[src/rtl/darkbus_demux.sv]
// Registered address-decoding demux: one core bus to NSLV device buses,
// one outstanding transaction, per-transaction timeout and error responses.
module darkbus_demux #(
    parameter int unsigned           NSLV     = 3,
    parameter int unsigned           AW       = 32,
    parameter int unsigned           DW       = 32,
    parameter logic [NSLV*AW-1:0]    BASE     = {32'h4000_0000, 32'h2000_0000, 32'h0000_0000},
    parameter logic [NSLV*AW-1:0]    MASK     = {32'hC000_0000, 32'hE000_0000, 32'hE000_0000},
    parameter int unsigned           TIMEOUT  = 255,
    parameter logic [DW-1:0]         ERR_DATA = 32'hDEAD_BEEF
) (
    input  logic                 XCLK,
    input  logic                 XRES,
    input  logic                 CORE_EN,
    input  logic                 CORE_RE,
    input  logic                 CORE_WE,
    input  logic [DW/8-1:0]      CORE_BE,
    input  logic [AW-1:0]        CORE_ADDR,
    input  logic [DW-1:0]        CORE_WDATA,
    output logic [DW-1:0]        CORE_RDATA,
    output logic                 CORE_RACK,
    output logic                 CORE_WACK,
    output logic                 CORE_ERR,
    output logic [NSLV-1:0]      DEV_EN,
    output logic                 DEV_RE,
    output logic                 DEV_WE,
    output logic [DW/8-1:0]      DEV_BE,
    output logic [AW-1:0]        DEV_ADDR,
    output logic [DW-1:0]        DEV_WDATA,
    input  logic [NSLV*DW-1:0]   DEV_RDATA,
    input  logic [NSLV-1:0]      DEV_RACK,
    input  logic [NSLV-1:0]      DEV_WACK
);

    localparam int unsigned BW = DW / 8;
    localparam int unsigned SW = (NSLV > 1) ? $clog2(NSLV) : 1;
    localparam int unsigned CW = (TIMEOUT > 0) ? $clog2(TIMEOUT + 1) : 1;
    localparam logic [CW-1:0] CNT_LAST = CW'((TIMEOUT == 0) ? 0 : TIMEOUT - 1);
    localparam logic [CW-1:0] CNT_MAX  = '1;

    typedef enum logic [1:0] {S_IDLE, S_BUSY, S_RESP, S_ERR} state_t;

    state_t          state_q, state_d;
    logic [SW-1:0]   sel_q, sel_d;
    logic [CW-1:0]   cnt_q, cnt_d;
    logic [NSLV-1:0] dev_en_q, dev_en_d;
    logic            dev_re_q, dev_re_d;
    logic            dev_we_q, dev_we_d;
    logic [BW-1:0]   dev_be_q, dev_be_d;
    logic [AW-1:0]   dev_addr_q, dev_addr_d;
    logic [DW-1:0]   dev_wdata_q, dev_wdata_d;
    logic [DW-1:0]   core_rdata_q, core_rdata_d;
    logic            core_rack_q, core_rack_d;
    logic            core_wack_q, core_wack_d;
    logic            core_err_q, core_err_d;

    logic            hit;
    logic [SW-1:0]   hit_idx;
    logic [AW-1:0]   hit_off;
    logic            dev_ack;

    // Region decode; descending scan so the lowest matching index wins.
    always_comb begin
        hit     = 1'b0;
        hit_idx = '0;
        hit_off = '0;
        for (int i = int'(NSLV) - 1; i >= 0; i--) begin
            if ((CORE_ADDR & MASK[i*AW +: AW]) == (BASE[i*AW +: AW] & MASK[i*AW +: AW])) begin
                hit     = 1'b1;
                hit_idx = SW'(i);
                hit_off = CORE_ADDR & ~MASK[i*AW +: AW];
            end
        end
    end

    assign dev_ack = dev_re_q ? DEV_RACK[sel_q] : DEV_WACK[sel_q];

    always_ff @(posedge XCLK or posedge XRES) begin
        if (XRES) begin
            state_q      <= S_IDLE;
            sel_q        <= '0;
            cnt_q        <= '0;
            dev_en_q     <= '0;
            dev_re_q     <= 1'b0;
            dev_we_q     <= 1'b0;
            dev_be_q     <= '0;
            dev_addr_q   <= '0;
            dev_wdata_q  <= '0;
            core_rdata_q <= '0;
            core_rack_q  <= 1'b0;
            core_wack_q  <= 1'b0;
            core_err_q   <= 1'b0;
        end else begin
            state_q      <= state_d;
            sel_q        <= sel_d;
            cnt_q        <= cnt_d;
            dev_en_q     <= dev_en_d;
            dev_re_q     <= dev_re_d;
            dev_we_q     <= dev_we_d;
            dev_be_q     <= dev_be_d;
            dev_addr_q   <= dev_addr_d;
            dev_wdata_q  <= dev_wdata_d;
            core_rdata_q <= core_rdata_d;
            core_rack_q  <= core_rack_d;
            core_wack_q  <= core_wack_d;
            core_err_q   <= core_err_d;
        end
    end

    always_comb begin
        state_d = state_q;
        case (state_q)
            S_IDLE: begin
                if (CORE_EN) begin
                    if (CORE_RE && CORE_WE) begin
                        state_d = S_ERR;
                    end else if (CORE_RE || CORE_WE) begin
                        state_d = hit ? S_BUSY : S_ERR;
                    end
                end
            end
            S_BUSY: begin
                // A matching ack in the timeout cycle still completes normally.
                if (dev_ack) begin
                    state_d = S_RESP;
                end else if ((TIMEOUT != 0) && (cnt_q == CNT_LAST)) begin
                    state_d = S_ERR;
                end
            end
            default: state_d = S_IDLE;
        endcase
    end

    // Register inputs are computed from the transition so every output is a flop.
    always_comb begin
        sel_d        = sel_q;
        cnt_d        = cnt_q;
        dev_en_d     = '0;
        dev_re_d     = dev_re_q;
        dev_we_d     = dev_we_q;
        dev_be_d     = dev_be_q;
        dev_addr_d   = dev_addr_q;
        dev_wdata_d  = dev_wdata_q;
        core_rdata_d = core_rdata_q;
        core_rack_d  = 1'b0;
        core_wack_d  = 1'b0;
        core_err_d   = 1'b0;
        case (state_q)
            S_IDLE: begin
                if (state_d == S_BUSY) begin
                    sel_d             = hit_idx;
                    dev_en_d[hit_idx] = 1'b1;
                    dev_re_d          = CORE_RE;
                    dev_we_d          = CORE_WE;
                    dev_be_d          = CORE_BE;
                    dev_addr_d        = hit_off;
                    dev_wdata_d       = CORE_WDATA;
                    cnt_d             = '0;
                end else if (state_d == S_ERR) begin
                    core_err_d   = 1'b1;
                    core_wack_d  = CORE_WE & ~CORE_RE;
                    core_rack_d  = ~(CORE_WE & ~CORE_RE);
                    core_rdata_d = ERR_DATA;
                end
            end
            S_BUSY: begin
                if (cnt_q != CNT_MAX) begin
                    cnt_d = cnt_q + CW'(1);
                end
                if (state_d == S_RESP) begin
                    core_rack_d = dev_re_q;
                    core_wack_d = dev_we_q;
                    if (dev_re_q) begin
                        core_rdata_d = DEV_RDATA[32'(sel_q)*DW +: DW];
                    end
                end else if (state_d == S_ERR) begin
                    core_err_d   = 1'b1;
                    core_wack_d  = dev_we_q;
                    core_rack_d  = ~dev_we_q;
                    core_rdata_d = ERR_DATA;
                end else begin
                    dev_en_d = dev_en_q;
                end
            end
            default: ;
        endcase
    end

    assign CORE_RDATA = core_rdata_q;
    assign CORE_RACK  = core_rack_q;
    assign CORE_WACK  = core_wack_q;
    assign CORE_ERR   = core_err_q;
    assign DEV_EN     = dev_en_q;
    assign DEV_RE     = dev_re_q;
    assign DEV_WE     = dev_we_q;
    assign DEV_BE     = dev_be_q;
    assign DEV_ADDR   = dev_addr_q;
    assign DEV_WDATA  = dev_wdata_q;

endmodule
[config.mk]
export PLATFORM = sky130hd
export DESIGN_NAME = darkbus_demux
export DESIGN_NICKNAME = d
export VERILOG_FILES = /design/src/rtl/darkbus_demux.sv
export SDC_FILE = /design/constraint.sdc
export NUM_CORES = 1
export LEC_CHECK = 0
export ABC_CLOCK_PERIOD_IN_PS = 4900
export BUFFER_PORTS_ARGS = -buffer_cell sky130_fd_sc_hd__buf_4
export CAP_MARGIN = 20
export CORE_MARGIN = 2
export CORE_UTILIZATION = 30
export CTS_CLUSTER_SIZE = 16
export DETAILED_ROUTE_END_ITERATION = 10
export PLACE_DENSITY = 0.59
export SYNTH_ARGS = -nofsm -noshare
export SYNTH_HDL_FRONTEND = slang
export SYNTH_SLANG_ARGS = --single-unit
[constraint.sdc]
create_clock -name XCLK -period 4.9 [get_ports XCLK]
set_clock_uncertainty 0.15 [all_clocks]
set_input_delay 0.245 -clock XCLK [delete_from_list [all_inputs] [get_ports XCLK]]
set_output_delay 0.245 -clock XCLK [all_outputs]
set_load 0.02 [all_outputs]
==> metrics.csv <==
metric,value,unit
violated checks,DRC,
worst hold path stage count,3,
routability cong.,0.704,
dominant synthesized flop cell,dfrtp_1,
Worst Path Max Fanout,24,
"Hold-fix buffers, CTS",88,
Yosys top cell by area,dfrtp_1,
Synth cell types,46,
die height,140,µm
status,"complete, but fails checks",
worst-margin pin slew,1000,ps
main area contributors after synthesis,"dfrtp_1 (53%), nand2_1 (13%), mux2i_1 (5.8%)",
htree depth,4,
"slowest stage delay, CP",830,ps
Synth async-reset ratio,100,%
Syn. warnings,0,
crit share post-route,57.0,%
Slew Limit Fails,0,
# nets final,1104,
routed vias/inst,4.64,
post-route ant nets,0,
PwrDens,554,nW/µm²
Worst R2R Start,sel_q[0],
final core utilization,51.5,%
Worst path slowest cell,a22oi_4,
Hold Crit Class,primary input to flop,
Layout Area Growth over Synthesis,67.4,%
area of the die,19600,µm²
largest delay contributor family on the critical path,compound AO/OA/AOI/OAI gates,
initial antenna violation count,0,
VDD IR max,0.407,mV
CTS tree,done,
largest net degree at the start of global routing,78,
"CTS clk-pin slew, worst paths",50,ps
Fin. Hold Viols,0,
LEAKAGE,4.61,nW
Critical Path RT,5070,ps
Vias,5428,
I/O Pins,283,
placed cell areas,7840,µm²
Pre-antenna DRT Iters,10,
DRC errors left,24,
CTS Root Buffer Type,clkbuf_16,
standard-cell row count,49,
fmax,358,MHz
"non-filler cells, final",1169,
reg2reg path depth,5,
maximum buffer depth of the clock tree,2,
CP Cell Sequence,mux2_4 -> a222oi_1 -> nand2_1 -> a22oi_4 -> a2bb2oi_1,
post-CTS setup buffer count,0,
worst hold endpoint,CORE_RDATA[27],
final setup fails,0,
TNS Setup,0,ps
Min Hold Slack,20.1,ps
register area share after synthesis,53.1,%
GRT Total Usage,18.6,%
Final Routed Wirelength,18300,µm
"Arr. time, crit path",2960,ps
core footprint,18100,µm²
"FF+latch count, synth",118,
detailed-route wire length per cell,15.6,µm
Yosys top cell area share,53.1,%
RSZ-0062 raised after global routing,no,
placed insts,1049,
layout cells sized above 1,37.8,%
# diodes,0,
Netlist Area Pre-Place,5560,µm²
vias in the first global route,5571,
clock sinks,118,
Post-DP HPWL,12100,µm
minimum clock period,2790,ps
Die X-Extent,140,µm
r2r setup slk,2110,ps
cell area after layout,9310,µm²
critical path type,flop to flop,
"EDFF count, synth",0,
first-pass GRT wire length,29200,µm
"Clk Latency, worst-skew pair",400,ps
quantity of gates resized following cts,0,
gr ovfl total,0,
CP bufs+invs,0,
Slew headroom,33.3,%
Critical Path End Type,flop,
Buffers on Ports,280,
cells after synthesis,571,
number of CTS-inserted buffers,17,
Setup crit start kind,flop,
synthesized area per cell,9.74,µm²
initial DRC count,223,
RR Endpoint,CORE_RDATA[31],
Initial Util,30.7,%
number of max-cap violations,0,
hold_sp,DEV_RDATA[91],
-- worst max path at each step --
stage	startpoint	to	slack (ps)	depth (start not counted)
6_report	sel_q[0]	CORE_RDATA[31]	2110	5
5_1_grt	sel_q[0]	CORE_RDATA[30]	1860	5
2_1_floorplan	XRES	CORE_ERR	1380	1
4_1_cts	sel_q[0]	CORE_RDATA[28]	2060	5
3_5_place_dp	sel_q[0]	CORE_RDATA[30]	2090	5
3_3_place_gp	sel_q[0]	CORE_RDATA[31]	2190	5
-- layer usage --
metal	track usage (%)	part of all wire [%]
met1	22.6	41
met2	31.2	49
met3	6.91	9.2
met4	5.00	1.2
met5	0	0
-- layout make-up --
class | instances | area (µm²)
Inverter | 3 | 13.8
Timing Repair Buffer | 374 | 3030
Multi-Input combinational cell | 413 | 2440
Tap cell | 229 | 287
Fill cell | 1641 | 8780
Clock buffer | 18 | 429
Clock inverter | 14 | 154
Sequential cell | 118 | 2950
-- power breakdown --
group	leakage, nW	switching, mW	internal, mW
Sequential	1.44	0.269	1.36
Combinational	2.89	1.27	1.03
Clock	0.276	0.466	0.752
-- synth_stat cells (2+ instances only) --
cell / count
nand2_1: 189
dfrtp_1: 118
a21oi_1: 32
mux2i_1: 32
nor2_1: 31
clkbuf_1: 30
nand3b_1: 30
a2bb2oi_2: 20
o21ai_0: 16
a22o_1: 9
nand3_1: 6
a2bb2oi_1: 4
nor2b_1: 4
buf_2: 3
buf_6: 3
inv_1: 3
mux2_2: 3
or3_1: 3
and3_1: 2
buf_4: 2
ha_1: 2
nand2b_1: 2
o2111ai_1: 2
or2_2: 2
xor2_1: 2
-- cells by family after synthesis --
family | Yosys count | synth area share [%]
buf+inv | 41 | 3.38
mux | 36 | 6.64
compound gates | 95 | 14.1
flops | 118 | 53.1
fa+ha+maj | 2 | 0.450
other cells | 1 | 0.0674
xor+xnor | 3 | 0.473
simple gates | 275 | 21.8
-- state kept, by name (all words and copies together), names as in the netlist --
| signal | flops |
|---|---|
| cnt_q | 8 |
| CORE_RACK | 1 |
| DEV_BE | 4 |
| DEV_WE | 1 |
| CORE_WACK | 1 |
| DEV_RE | 1 |
| state_q | 2 |
| CORE_ERR | 1 |
| DEV_ADDR | 30 |
| DEV_EN | 3 |
| DEV_WDATA | 32 |
| sel_q | 2 |
| CORE_RDATA | 32 |
-- layout by cell type, fill, tap and decap left out, types with 2 or more instances in the layout --
cell type	count
nor2_1	30
a2bb2oi_1	4
and3_1	2
clkbuf_16	17
ha_1	2
o2111ai_1	2
or2_2	2
nand2_1	189
dlygate4sd3_1	88
a22o_1	9
inv_1	2
mux2_2	3
conb_1	2
nand2b_1	2
a2bb2oi_2	20
clkinv_4	6
xor2_1	2
buf_4	286
dfrtp_1	117
or3_1	2
nor2b_1	3
nand3_1	6
clkinvlp_4	3
clkinv_2	2
bufinv_16	2
mux2i_1	32
a21oi_1	32
o21ai_0	16
nand3b_1	30
-- stage by stage --
stage	setup WS [ps]	total power, mW
final	2110	5.16
after global routing	1860	5.50
after CTS	2060	5.23
after detailed placement	2090	3.92
after global placement	2190	3.90
after floorplan	1380	2.95
-- worst register-to-register path, stage by stage (launching register included) --
cell and delay [ps]:
dfrtp_2 490, mux2_4 330, a222oi_1 450, nand2_1 240, a22oi_4 840, a2bb2oi_1 210
Power figures use the tool's default switching activity.
